**src/rtl/wdt_pkg.sv**
```systemverilog
// Shared constants and types for the watchdog APB register block.
// Used by wdt_apb_regif and wdt_down_counter.
package wdt_pkg;

    localparam logic [11:0] OFF_LOAD    = 12'h000;
    localparam logic [11:0] OFF_VALUE   = 12'h004;
    localparam logic [11:0] OFF_CONTROL = 12'h008;
    localparam logic [11:0] OFF_INTCLR  = 12'h00C;
    localparam logic [11:0] OFF_RIS     = 12'h010;
    localparam logic [11:0] OFF_MIS     = 12'h014;
    localparam logic [11:0] OFF_LOCK    = 12'hC00;
    localparam logic [11:0] OFF_ITCR    = 12'hF00;

    localparam logic [31:0] LOCK_KEY = 32'h1ACCE551;

    localparam int CTRL_INTEN_BIT = 0;
    localparam int CTRL_RESEN_BIT = 1;
    localparam int ITCR_TEST_BIT  = 0;

    // Member order makes the packed value line up with the CONTROL bit map.
    typedef struct packed {
        logic resen;
        logic inten;
    } control_t;

endpackage

```
**src/rtl/wdt_down_counter.sv**
```systemverilog
// Watchdog countdown with terminal-count compare and reload.
// A load-write beats a reload, which beats expiry reload, which beats decrement.
module wdt_down_counter
    import wdt_pkg::*;
#(
    parameter int                 DATA_W     = 32,
    parameter logic [DATA_W-1:0]  LOAD_RESET = 32'hFFFF_FFFF
) (
    input  logic              clk,
    input  logic              rst,
    input  logic [DATA_W-1:0] load,
    input  logic              load_wr,
    input  logic              reload,
    input  logic              enable,
    output logic [DATA_W-1:0] count,
    output logic              value_eq0
);

    logic is_zero;

    assign is_zero   = (count == '0);
    assign value_eq0 = enable & is_zero;

    always_ff @(posedge clk) begin
        if (rst) begin
            count <= LOAD_RESET;
        end else if (load_wr || reload) begin
            count <= load;
        end else if (enable && is_zero) begin
            count <= load;
        end else if (enable) begin
            count <= count - DATA_W'(1);
        end
    end

endmodule

```
**src/rtl/wdt_apb_regif.sv**
```systemverilog
// APB3 register interface and countdown for the watchdog timer.
// Define WDT_LOCK_EN to build the LOCK register at 0xC00.
module wdt_apb_regif
    import wdt_pkg::*;
#(
    parameter int                 DATA_W     = 32,
    parameter int                 ADDR_W     = 12,
    parameter logic [DATA_W-1:0]  LOAD_RESET = 32'hFFFF_FFFF
) (
    input  logic              pclk,
    input  logic              preset,
    input  logic              psel,
    input  logic              penable,
    input  logic              pwrite,
    input  logic [ADDR_W-1:0] paddr,
    input  logic [DATA_W-1:0] pwdata,
    output logic [DATA_W-1:0] prdata,
    output logic              pready,
    output logic              pslverr,
    input  logic              wdt_interrupt,
    output logic              value_eq0,
    output logic              wr_en_icr,
    output logic              int_en,
    output logic              resen,
    output logic              test
);

    logic              access;
    logic              wr;
    logic              wr_ok;
    logic              sel_load, sel_value, sel_control, sel_intclr;
    logic              sel_ris, sel_mis, sel_lock, sel_itcr;
    logic              mapped;
    logic              locked;
    logic              wr_load, wr_control, wr_intclr, wr_itcr;
    logic              inten_rise;
    logic [DATA_W-1:0] load_reg;
    logic [DATA_W-1:0] count;
    logic [DATA_W-1:0] cnt_load;
    control_t          ctrl;
    logic              test_reg;
    logic              icr_pulse;

    assign access = psel & penable;
    assign wr     = access & pwrite;

    assign sel_load    = (paddr == ADDR_W'(OFF_LOAD));
    assign sel_value   = (paddr == ADDR_W'(OFF_VALUE));
    assign sel_control = (paddr == ADDR_W'(OFF_CONTROL));
    assign sel_intclr  = (paddr == ADDR_W'(OFF_INTCLR));
    assign sel_ris     = (paddr == ADDR_W'(OFF_RIS));
    assign sel_mis     = (paddr == ADDR_W'(OFF_MIS));
    assign sel_lock    = (paddr == ADDR_W'(OFF_LOCK));
    assign sel_itcr    = (paddr == ADDR_W'(OFF_ITCR));

    // LOCK stays a mapped offset even when the lock itself is not built.
    assign mapped = sel_load | sel_value | sel_control | sel_intclr |
                    sel_ris  | sel_mis   | sel_lock    | sel_itcr;

`ifdef WDT_LOCK_EN
    always_ff @(posedge pclk) begin
        if (preset) begin
            locked <= 1'b0;
        end else if (wr && sel_lock) begin
            locked <= (pwdata != DATA_W'(LOCK_KEY));
        end
    end
`else
    assign locked = 1'b0;
`endif

    assign wr_ok      = wr & ~locked;
    assign wr_load    = wr_ok & sel_load;
    assign wr_control = wr_ok & sel_control;
    assign wr_intclr  = wr_ok & sel_intclr;
    assign wr_itcr    = wr_ok & sel_itcr;

    assign inten_rise = wr_control & pwdata[CTRL_INTEN_BIT] & ~ctrl.inten;

    always_ff @(posedge pclk) begin
        if (preset) begin
            load_reg  <= LOAD_RESET;
            ctrl      <= '0;
            test_reg  <= 1'b0;
            icr_pulse <= 1'b0;
        end else begin
            if (wr_load) begin
                load_reg <= pwdata;
            end
            if (wr_control) begin
                ctrl.inten <= pwdata[CTRL_INTEN_BIT];
                ctrl.resen <= pwdata[CTRL_RESEN_BIT];
            end
            if (wr_itcr) begin
                test_reg <= pwdata[ITCR_TEST_BIT];
            end
            icr_pulse <= wr_intclr;
        end
    end

    // A LOAD write takes the bus value directly; every other reload uses LOAD.
    assign cnt_load = wr_load ? pwdata : load_reg;

    wdt_down_counter #(
        .DATA_W     (DATA_W),
        .LOAD_RESET (LOAD_RESET)
    ) u_counter (
        .clk       (pclk),
        .rst       (preset),
        .load      (cnt_load),
        .load_wr   (wr_load),
        .reload    (wr_intclr | inten_rise),
        .enable    (ctrl.inten),
        .count     (count),
        .value_eq0 (value_eq0)
    );

    always_comb begin
        prdata = '0;
        if (access) begin
            if (sel_load) begin
                prdata = load_reg;
            end else if (sel_value) begin
                prdata = count;
            end else if (sel_control) begin
                prdata = {{(DATA_W-2){1'b0}}, ctrl};
            end else if (sel_ris) begin
                prdata = {{(DATA_W-1){1'b0}}, wdt_interrupt};
            end else if (sel_mis) begin
                prdata = {{(DATA_W-1){1'b0}}, wdt_interrupt & ctrl.inten};
            end else if (sel_lock) begin
                prdata = {{(DATA_W-1){1'b0}}, locked};
            end else if (sel_itcr) begin
                prdata = {{(DATA_W-1){1'b0}}, test_reg};
            end
        end
    end

    assign pready    = 1'b1;
    assign pslverr   = access & ~mapped;
    assign wr_en_icr = icr_pulse;
    assign int_en    = ctrl.inten;
    assign resen     = ctrl.resen;
    assign test      = test_reg;

endmodule

```
**config.mk**
```make
export PLATFORM = sky130hd
export DESIGN_NAME = wdt_apb_regif
export DESIGN_NICKNAME = d
export VERILOG_FILES = /design/src/rtl/wdt_pkg.sv /design/src/rtl/wdt_down_counter.sv /design/src/rtl/wdt_apb_regif.sv
export SDC_FILE = /design/constraint.sdc
export NUM_CORES = 1
export LEC_CHECK = 0
export ABC_AREA = 1
export BUFFER_PORTS_ARGS = -buffer_cell sky130_fd_sc_hd__buf_2
export CORE_MARGIN = 10
export CORE_UTILIZATION = 50
export CTS_BUF_LIST = sky130_fd_sc_hd__clkbuf_16
export CTS_CLUSTER_DIAMETER = 50
export CTS_CLUSTER_SIZE = 12
export DETAILED_ROUTE_END_ITERATION = 7
export GPL_TIMING_DRIVEN = 0
export PLACE_DENSITY = 0.74
export SYNTH_ARGS = -nofsm -noshare
export SYNTH_HDL_FRONTEND = slang
export SYNTH_SLANG_ARGS = --single-unit
```
**constraint.sdc**
```tcl
create_clock -name pclk -period 2.32 [get_ports pclk]
set_clock_uncertainty 0.05 [all_clocks]
set_input_delay 0.464 -clock pclk [delete_from_list [all_inputs] [get_ports pclk]]
set_output_delay 0.464 -clock pclk [all_outputs]
set_load 0.02 [all_outputs]
```
# Word level (Yosys, flattened, before mapping)
# Index checks and enable logic that the tools add are counted.
totals:
  register_bits: 68
  latch_bits: 0
  ramBits: 0
  mem_bits_ro: 0
  inputBits: 50
  out_inout_bits: 39
  wordCells: 52
  memories: 0
op_classes:
  addsub: 1
  multipliers: 0
  div_mod_pow: 0
  n_lt_le_gt_ge: 0
  eq_ne: 7
  shifts: 0
  mux: 12
  bitwise_logic: 21
  n_reduce_logical: 5
ops:
  columns: ["op", "count"]
  rows:
  - ["$mux W32", 7]
  - ["$logic_not A32 Y1", 1]
  - ["$sub A32 B1 Y32 const B", 1]
  - ["$eq A12 B12 Y1 const B", 2]
  - ["$eq A12 B4 Y1 const B", 2]
  - ["$eq A12 B5 Y1 const B", 2]
  - ["$eq A12 B3 Y1 const B", 1]
  - ["$logic_not A12 Y1", 1]
  - ["$and A1 B1 Y1", 11]
  - ["$or A1 B1 Y1", 8]
  - ["$mux W1", 4]
  - ["$reduce_bool A3 Y1", 1]
  - ["$mux W2", 1]
  - ["$not A1 Y1", 2]
  - ["$logic_and A1 B1 Y1", 1]
  - ["$logic_or A1 B1 Y1", 1]

# Depth between registers and ports, before layout
logic_depth:
  ltp_word: 10
  mapped_depth: 12
  ltp_nobuf: 12

# Hierarchy
# Synthesis repeated with hierarchy kept, for this count alone.
unflattened:
  hier_cells: 839
  area_unflattened_um2: 4717.0
modules_own_cells:
  columns: ["module", "instances", "cells_each", "area_each_um2", "seq_area_each_um2"]
  rows:
  - ["wdt_down_counter", 1, 484, 2613.8, 640.6]
  - ["wdt_apb_regif", 1, 355, 2103.3, 720.7]

# Least setup slack after synthesis
# Ideal clock, no wire load.
synth_path:
  path_kind: "input-to-output"
  startpoint: "input port paddr[5]"
  endpoint: "output port prdata[10]"
  t_arrival_ns: 1.645
  slack_ns: 0.161
  cell_stages: 8
  path_buffers: 1
  path_cell_list: "nor2_2 > nand2_2 > nor2_4 > nand2_1 > inv_1 > buf_2 > nand2_1 > a21oi_1"
synth_via:
  elab_chain_len: 4
  elab_cells_between_ends: 5
synth_lines:
  columns: ["element", "line_no", "text"]
  rows:
  - ["start: declaration", "wdt_apb_regif.sv:15", "input logic [ADDR_W-1:0] paddr,"]
  - ["$eq A12 B3 Y1", "wdt_apb_regif.sv:48", "assign sel_value = (paddr == ADDR_W'(OFF_VALUE));"]
  - ["$mux W32", "wdt_apb_regif.sv:123", "end else if (sel_value) begin"]
  - ["$mux W32 (*)", "wdt_apb_regif.sv:121", "if (sel_load) begin"]
  - ["$mux W32 (*)", "wdt_apb_regif.sv:120", "if (access) begin"]
  - ["end: declaration", "wdt_apb_regif.sv:17", "output logic [DATA_W-1:0] prdata,"]
# Every way passes the cells marked *; elsewhere a longest branch is shown, timed or not.

# Final worst setup path
layout_path:
  startpoint: "input port paddr[11]"
  endpoint: "output port prdata[10]"
# Same word-level chain as after synthesis.

==> results.md <==
* CTS tree: yes
* Crit share post-route at 104.8%
* Setup WS post-layout at -0.1114 ns
* Max VDD drop at 0.3358 mV
* Setup-failing EPs final at 31
* Yosys warning total at 0
* Die X at around 120 um
* Share of the synthesized area in the top cell type at 28.64%
* Core area at ~0.0092 sq mm
* Syn Inst Count at around 750
* Crit path largest cell delay at between 0.2 and 0.25 ns
* Asr flop ratio synth at 0%
* Leak at 2.464 nW
* Root Buffer Master: clkbuf_16
* Combinational power share at about 5%
* Die area at between 0.01 and 0.015 sq mm
* CP Launch Type: input port
* Internal power component at ~1.9 mW
* Detailed placement HPWL at 11.80 mm
* Register area share after synthesis at roughly 29%
* Antenna cells at 0
* Critical path arrival at around 1.9 ns
* Fin. max-slew vios at 0
* Setup crit end kind: output pin
* Clock network fraction of total power at 48.8%
* Largest net degree at the start of global routing at 12
* Die height at between 100 and 150 um
* Initial antenna violation count at 0
* DRC Markers at 0
* I/O Buffers at 86
* TritonRoute pass-1 iters at 4
* Top-count cell post-synth: nand2_1
* Detail Route Antenna Nets at 0
* Synth cell types at 35
* Syn Nets at around 800
* Final #Nets at 910
* Post-synth EDFFs at 0
* Sw Pwr at 602.4 uW
* Total CTS buffers at 9
* Syn-to-layout area delta at 31.77%
* Pin slew with the least headroom to its limit at 0.8274 ns
* Worst Hold Class: in2reg
* Status: complete, but fails checks
* Critical Path RT at around 1.8 ns
* RSZ-0062 raised after global routing: yes
* Vias in the first global route at 5054
* Top post-synthesis cells by area: dfxtp_1 (29%), nand2_1 (19%), nand3_1 (9.1%)
* Final hold violations at 0
* Min Clock Period, post-route at 2.431 ns
* Cell Count, Final, Fillers Out at ~990
* Setup CP Type: in2out
* Syn_area_per_cell at 6.321 sq um
* # rows at 35
* Post-Syn Area at 0.004753 sq mm
* Dpl cells at between 900 and 1000
* Max frequency at a little over 400 MHz
* Max cap viols at 0
* Layout cells sized above 1 at approximately a third
* Cell area after layout at roughly 0.0063 sq mm
* Failing checks: setup timing
* Clock transition at path regs at around 0.060 ns
* FF+latch count, synth at between 60 and 70
* Vias per inst at between 5 and 6
* Top post-synthesis cells by count: nand2_1 (236), nand3_1 (86), nor2_1 (72), dfxtp_1 (68), a21oi_1 (65)
* CTS max path bufs at 2
* Grt ovf at 0
* First-pass GRT wire length at 25.15 mm
* Pwr Density at ~400 mW/mm^2
* Sw Ratio at between 20% and 30%
* Iter 0 DRT Violations at ~290
* Htree depth at 3
* GRT Total Usage at between 20% and 30%
* Final Wtd Congestion at 0.9353
* Effective utilization at floorplan at between 50% and 60%
* Post-CTS Hold Buffers at 0
* Worst path cell trace: buf_6 -> nor2_2 -> nand2_2 -> nor2_2 -> nand4_1 -> clkinv_4 -> buf_6 -> nand2_1 -> a21oi_2 -> buf_4
* Critical-path maximum fanout at 7
* Dpl cell area at about 0.0053 sq mm
* Max-Slew Margin vs Limit at 44.84%
* Main flop type after synthesis: dfxtp_1
* Slowest cell on crit path: nand4_1
* Seq pwr share at 46.2%
* WL final at between 15 and 20 mm
* Synth area leader: dfxtp_1
* I/O pins at 89
* CTS sink cnt at 68
* Wire per inst at between 15 and 20 um
* Worst-Skew Late Latency at approximately 0.33 ns
* Via Count at roughly 5300
==> worst max-delay path, delay by kind of cell <==
| kind | cells | cell delay (ns) |
|---|---|---|
| buffers and inverters | 4 | 0.65 |
| AOI/OAI and AO/OA | 1 | 0.14 |
| and+or+nand+nor | 5 | 0.64 |
==> final timing paths <==
check                                       start  cells past startpoint  slack, ns                          endpoint
setup / recovery                        paddr[11]                     10      -0.11                        prdata[10]
hold / removal                          pwdata[1]                      3       0.39                resen$_SDFFE_PP0N_
setup reg to reg  u_counter.count[0]$_SDFFE_PP1P_                     13       0.36  u_counter.count[26]$_SDFFE_PP1P_
hold reg to reg                resen$_SDFFE_PP0N_                      2       0.43                resen$_SDFFE_PP0N_
==> stage by stage <==
| stage | worst slack (ns) | setup TNS, ns | total power [mW] | util, % | hold WS (ns) |
|---|---|---|---|---|---|
| 2_1_floorplan | 0.1609 | 0 | 1.240 | - | 0.4012 |
| 3_3_place_gp | -0.1790 | -3.651 | 1.299 | 57.85 | 0.4122 |
| 3_5_place_dp | -0.2483 | -4.783 | 1.302 | 57.85 | 0.4213 |
| 4_1_cts | -0.02551 | -0.03071 | 2.519 | 62.59 | 0.3931 |
| 5_1_grt | -0.1813 | -4.358 | 2.594 | 67.79 | 0.4047 |
| 6_report | -0.1114 | -2.141 | 2.526 | 67.79 | 0.3869 |
==> timing repair <==
item                       in CTS  in global routing
cloned                          1                  2
setup endpoints to repair      31                 33
resized for setup              50                127
pin swaps                       3                 20
buffers inserted                4                  3
==> power groups by stage <==
stage / clock network, mW / logic (mW) / registers, mW
final: 1.23 / 0.126 / 1.17
after global routing: 1.29 / 0.137 / 1.17
after CTS: 1.24 / 0.113 / 1.17
after detailed placement: 0 / 0.109 / 1.19
after global placement: 0 / 0.105 / 1.19
after floorplan: 0 / 0.0462 / 1.19
==> kinds of logic after synthesis <==
group           after synthesis  share of synthesized area (%)
compound gates              110                          14.27
xor+xnor                     19                          3.501
fa+ha+maj                     1                         0.2632
buf+inv                      94                          9.792
flops                        68                          28.64
other cells                   1                        0.07889
simple gates                459                          43.46
==> cell usage in the layout, fill, tap and decap left out, drive strengths merged, types with 2 or more instances in the layout <==
cell type,synthesis,final
nand2,242,242
buf,29,123
nand3,89,89
nor2,84,84
dfxtp,68,68
a21oi,67,67
inv,56,56
o21ai,40,40
or2,32,32
clkbuf,9,20
xor2,12,12
xnor2,7,7
nand4,7,7
clkinv,0,4
nor3,3,3
o21bai,2,2
clkinvlp,0,2
==> cell type report <==
cell class                      count  area, sq um
Inverter                           56        217.7
Timing Repair Buffer               96        738.2
Buffer                             38        304.0
Clock buffer                        9        225.2
Clock inverter                      6        33.78
Multi-Input combinational cell    590         3212
Fill cell                         840         2977
Tap cell                          129        161.4
Sequential cell                    68         1371
==> routing by layer <==
| metal | routed length, um | track usage [%] | vias to the layer above |
|---|---|---|---|
| met1 | 7305 | 28.25 | 2472 |
| met5 | 0 | 0 | - |
| met4 | 220 | 5.332 | 0 |
| met2 | 7800 | 35.59 | 160 |
| met3 | 809 | 4.029 | 20 |
| li1 | - | - | 2626 |
Note: power is estimated with default switching activity, not from simulation.
